**config.mk**
```make
export PLATFORM = sky130hd
export DESIGN_NAME = fetch_unit
export DESIGN_NICKNAME = d
export VERILOG_FILES = /design/src/rtl/fetch_pkg.sv /design/src/rtl/fetch_fifo.sv /design/src/rtl/fetch_unit.sv
export SDC_FILE = /design/constraint.sdc
export NUM_CORES = 1
export LEC_CHECK = 0
export CORE_MARGIN = 4
export CORE_UTILIZATION = 29
export DETAILED_ROUTE_END_ITERATION = 16
export GPL_TIMING_DRIVEN = 0
export MAX_ROUTING_LAYER = met4
export PLACE_DENSITY_LB_ADDON = 0.08
export SYNTH_ARGS = -nofsm -noshare
export SYNTH_HDL_FRONTEND = slang
export SYNTH_SLANG_ARGS = --single-unit
```
**constraint.sdc**
```tcl
create_clock -name clk -period 4.8 [get_ports clk]
set_input_delay 0.96 -clock clk [delete_from_list [all_inputs] [get_ports clk]]
set_output_delay 0.96 -clock clk [all_outputs]
set_load 0.03 [all_outputs]
```
**src/rtl/fetch_pkg.sv**
```systemverilog
// Shared constants and types for the instruction fetch front end.
// The FETCH_MISALIGN_CHECK_EN build uses fetch_state_t for its trap FSM.
package fetch_pkg;

  localparam logic [31:0] INSTR_NOP = 32'h0000_0013;
  localparam int          PC_STEP   = 4;

  typedef struct packed {
    logic [31:0] pc;
    logic [31:0] instr;
  } fetch_entry_t;

  typedef enum logic {
    RUN  = 1'b0,
    TRAP = 1'b1
  } fetch_state_t;

endpackage

```
**src/rtl/fetch_fifo.sv**
```systemverilog
// Generic synchronous FIFO with flush, occupancy count and a head read straight
// from storage registers. DEPTH must be a power of two so the pointers wrap freely.
module fetch_fifo #(
  parameter  int WIDTH = 64,
  parameter  int DEPTH = 2,
  localparam int PW    = $clog2(DEPTH),
  localparam int CW    = PW + 1
) (
  input  logic             clk,
  input  logic             reset,
  input  logic             i_push,
  input  logic             i_pop,
  input  logic             i_flush,
  input  logic [WIDTH-1:0] i_wdata,
  output logic [WIDTH-1:0] o_head,
  output logic [CW-1:0]    o_count,
  output logic             o_full,
  output logic             o_empty
);

  logic [WIDTH-1:0] r_mem [DEPTH];
  logic [PW-1:0]    r_wr_ptr;
  logic [PW-1:0]    r_rd_ptr;
  logic [CW-1:0]    r_count;
  logic             w_push;
  logic             w_pop;

  assign o_full  = (r_count == CW'(DEPTH));
  assign o_empty = (r_count == '0);
  // A push into a full FIFO is legal only when the head leaves in the same cycle.
  assign w_push  = i_push && (!o_full || i_pop);
  assign w_pop   = i_pop && !o_empty;

  always_ff @(posedge clk) begin
    if (reset) begin
      // NOTE: storage is reset too (cheap at this depth) so the head reads 0 after reset;
      // all state uses non-blocking assignments so every register samples pre-edge values.
      for (int i = 0; i < DEPTH; i++) r_mem[i] <= '0;
      r_wr_ptr <= '0;
      r_rd_ptr <= '0;
      r_count  <= '0;
    end else if (i_flush) begin
      r_wr_ptr <= '0;
      r_rd_ptr <= '0;
      r_count  <= '0;
    end else begin
      if (w_push) begin
        r_mem[r_wr_ptr] <= i_wdata;
        r_wr_ptr        <= r_wr_ptr + 1'b1;
      end
      if (w_pop) r_rd_ptr <= r_rd_ptr + 1'b1;
      if (w_push && !w_pop)      r_count <= r_count + 1'b1;
      else if (!w_push && w_pop) r_count <= r_count - 1'b1;
    end
  end

  assign o_head  = r_mem[r_rd_ptr];
  assign o_count = r_count;

endmodule

```
**src/rtl/fetch_unit.sv**
```systemverilog
// Instruction fetch: PC register, combinational imem port, fetch buffer and decode handshake.
// Define FETCH_MISALIGN_CHECK_EN to add misalign_o and the RUN/TRAP misaligned-redirect FSM.
module fetch_unit
  import fetch_pkg::*;
#(
  parameter  int                    ADDR_WIDTH = 32,
  parameter  int                    DATA_WIDTH = 32,
  parameter  logic [ADDR_WIDTH-1:0] RESET_PC   = 32'h0000_0000,
  parameter  int                    FIFO_DEPTH = 2,
  localparam int                    CW         = $clog2(FIFO_DEPTH) + 1
) (
  input  logic                  clk,
  input  logic                  reset,
  output logic [ADDR_WIDTH-1:0] imem_addr_o,
  input  logic [DATA_WIDTH-1:0] imem_rdata_i,
  input  logic                  redirect_i,
  input  logic [ADDR_WIDTH-1:0] redirect_pc_i,
  output logic                  id_valid_o,
  input  logic                  id_ready_i,
  output logic [ADDR_WIDTH-1:0] id_pc_o,
  output logic [DATA_WIDTH-1:0] id_instr_o,
`ifdef FETCH_MISALIGN_CHECK_EN
  output logic                  misalign_o,
`endif
  output logic [CW-1:0]         fifo_count_o
);

  logic [ADDR_WIDTH-1:0]            r_pc;
  logic                             w_pop;
  logic                             w_push;
  logic                             w_full;
  logic                             w_empty;
  logic                             w_run;
  logic [ADDR_WIDTH+DATA_WIDTH-1:0] w_head;

`ifdef FETCH_MISALIGN_CHECK_EN
  fetch_state_t r_state;
  fetch_state_t w_state_next;

  if (RESET_PC[1:0] != 2'b00) begin : g_bad_reset_pc
    $error("fetch_unit: RESET_PC must be word aligned");
  end

  always_ff @(posedge clk) begin
    if (reset) r_state <= RUN;
    else       r_state <= w_state_next;
  end

  always_comb begin
    // NOTE: default first so no path leaves the next state unassigned (no latch).
    w_state_next = r_state;
    if (redirect_i) w_state_next = (redirect_pc_i[1:0] != 2'b00) ? TRAP : RUN;
  end

  assign w_run      = (r_state == RUN);
  assign misalign_o = (r_state == TRAP);
`else
  assign w_run = 1'b1;
`endif

  assign w_pop  = id_valid_o && id_ready_i;
  assign w_push = w_run && !redirect_i && (!w_full || w_pop);

  always_ff @(posedge clk) begin
    if (reset)           r_pc <= RESET_PC;
    else if (redirect_i) r_pc <= redirect_pc_i;
    else if (w_push)     r_pc <= r_pc + ADDR_WIDTH'(PC_STEP);
  end

  fetch_fifo #(
    .WIDTH (ADDR_WIDTH + DATA_WIDTH),
    .DEPTH (FIFO_DEPTH)
  ) u_fifo (
    .clk     (clk),
    .reset   (reset),
    .i_push  (w_push),
    .i_pop   (w_pop),
    .i_flush (redirect_i),
    .i_wdata ({r_pc, imem_rdata_i}),
    .o_head  (w_head),
    .o_count (fifo_count_o),
    .o_full  (w_full),
    .o_empty (w_empty)
  );

  assign imem_addr_o             = r_pc;
  assign id_valid_o              = !w_empty;
  assign {id_pc_o, id_instr_o}   = w_head;

endmodule

```
==> results.md <==
* #FFs+latches synth at ~170
* Worst hold slack at 0.537 ns
* Share of cells above drive strength 1 at 0.148
* Top FF cell, synth: edfxtp_1
* Clock slew at reported path FFs at 0.07 ns
* Critical path arrival at just under 3 ns
* Final hold violations at 0
* Static Leak at 3.84 nW
* Setup violations, final at 0
* DP Area at 9680 µm²
* Initial DRC Count at 320
* Clock root buffer: clkbuf_16
* Diodes inserted at 0
* Post-route setup TNS at 0 ns
* Startpoint Class: register
* Layout area overhead at 35.5%
* Post-layout min period at 3.92 ns
* CTS tree: yes
* Starting Density at 0.298
* Die ar. at 28700 µm²
* Outcome: complete, no violations
* Worst Max-Slew Pin Slew at 0.864 ns
* Num Clock Sinks at 165
* CTS buffer count at 17
* Mapped Cells at approximately 600
* Synth Cell Area at 7560 µm²
* Io pins at 167
* Sequential area share after synthesis at 0.606
* Post-synth EDFFs at 128
* Buffer count from post-CTS setup fixing at 0
* NumNets Final at 859
* Yosys top cell by area: edfxtp_1
* Hold Startpoint: imem_addr_o[0]$_SDFFE_PP0P_
* Crit path kind: register to output pin
* Largest net degree at the start of global routing at 38
* First-pass DRT Iterations at 5
* Syn_nets at 673
* Clk_lat worst skew at about 0.43 ns
* DP HPWL at 14.5 mm
* DR WL/cell at 18.3 µm
* Drt total wl at 20.7 mm
* Peak Freq at 255 MHz
* Crit end category: output pin
* Post_cts resized at 0
* Most frequent cells in the layout: clkdlybuf4s50_1, and2_1, edfxtp_1
* First-pass GRT wire length at 31.9 mm
* CTS H-tree lvls at 4
* Drt via density at 4.60
* Die height at approximately 170 µm
* Vias in the first global route at 5450
* Die width at 170 µm
* Final ANT Viol Nets at 0
* Max-cap violations at 0
* Post-synth cell types at approximately 40
* Max-slew violation count at 0
* Final period util at 0.818
* Post-cts hold buffer count at 0
* Post-route design area at 10300 µm²
* Maximum root-to-sink buffer count at 2
* Commonest non-fill, non-tap cell in the layout: clkdlybuf4s50_1
* Area share of the largest cell type after synthesis at 0.508
* Max FO, Critical Path at 10
* Worst EP required at 3.84 ns
* Core region area at ~25000 µm²
* Worst r2r src: u_fifo.o_count[0]$_SDFFE_PP0P_
* Gpl congestion at about 0.76
* Routed via count at about 5200
* All-Layer GR Usage at 0.151
* RSZ-0062 raised after global routing: no
* # port buffers at 165
* Post-synth ARST share at 0
* Global route overflow at 0
* Hold Path Class: register to register
* Worst clock skew at roughly 0.013 ns
* Largest cells by area after synthesis: edfxtp_1, and2_1, dfxtp_1
* Row count at 58
* Initial antenna violation count at 0
* PD cells at 351 nW/µm²
* Syn_area_per_cell at 12.5 µm²
* # DRC at 0
* Slew HR at 0.424
* Synth warnings at 0
* Worst VDD drop at 0.153 mV
per-stage QoR:
| step | utilization | total power (W) | setup WS (ns) | instances |
|---|---|---|---|---|
| 6_report | 0.404 | 0.00360 | 0.875 | 1132 |
| 5_1_grt | 0.404 | 0.00376 | 0.658 | 1132 |
| 3_3_place_gp | 0.379 | 0.00229 | 0.0526 | 1098 |
| 2_1_floorplan | - | 0.00202 | 1.71 | 603 |
| 4_1_cts | 0.404 | 0.00365 | 0.743 | 1132 |
| 3_5_place_dp | 0.381 | 0.00230 | 0.926 | 1100 |
cells by family after synthesis:
family | count (synthesis) | synth area share
AND/OR/NAND/NOR | 231 | 0.180
flip-flops | 165 | 0.606
multiplexers | 72 | 0.106
buffers and inverters | 52 | 0.0288
AO/OA/AOI/OAI | 50 | 0.0404
XOR/XNOR | 31 | 0.0359
adder cells (fa/ha/maj) | 2 | 0.00331
final cells by class:
cell class / instances / area, µm²
fillers: 2438 / 15100
flip-flops and latches: 165 / 4580
multi-input cells: 386 / 2770
repair buffers: 167 / 1690
clock buffers: 18 / 429
well taps: 330 / 413
plain buffers: 36 / 158
clock inverters: 14 / 143
inverters: 16 / 60.1
path summary, 6_finish.rpt:
path | end | cells after the start | slack [ns]
setup / recovery | id_pc_o[18] | 4 | 0.88
hold / removal | imem_addr_o[0]$_SDFFE_PP0P_ | 2 | 0.54
setup reg to reg | u_fifo.r_mem[1][15]$_SDFFCE_PN0P_ | 6 | 1.99
hold reg to reg | imem_addr_o[0]$_SDFFE_PP0P_ | 2 | 0.54
Yosys cell counts (10+ instances only):
cell        n
xor2_1     20
a21oi_1    23
nand2_1    24
nor4_1     10
mux2_2     64
o21a_1     15
clkbuf_1   22
xnor2_1    11
edfxtp_1  128
nor2_1     20
and2_1    128
nor3_1     10
dfxtp_1    37
inv_1      16
sequential cells by signal, summed over array words and instances (netlist names), named ones only:
signal and count:
u_fifo.r_rd_ptr 1, imem_addr_o 32, u_fifo.r_mem 128, u_fifo.r_wr_ptr 1
u_fifo.o_count 2
routing by layer:
metal  share of wire  vias up  wire length [µm]  global-route usage
met2            0.50      137             10400               0.252
met1            0.45     2547              9300               0.191
met3           0.042       14               859              0.0300
li1                -     2506                 -                   -
met5               0        -                 0                   -
met4          0.0082        0               170              0.0336
worst max-delay path: stages, from the launching register on:
cell,delay (ns)
dfxtp_1,0.32
clkbuf_1,0.62
clkbuf_1,0.55
mux2_2,0.40
clkdlybuf4s50_1,0.64
power by group:
part	leakage (nW)	internal, W	switching [W]	total [W]
Sequential	1.67	0.00163	0.0000529	0.00169
Combinational	1.90	0.000258	0.000317	0.000575
Clock	0.271	0.000730	0.000607	0.00134
Total	3.84	0.00262	0.000976	0.00360
Note: power is estimated with default switching activity, not from simulation.
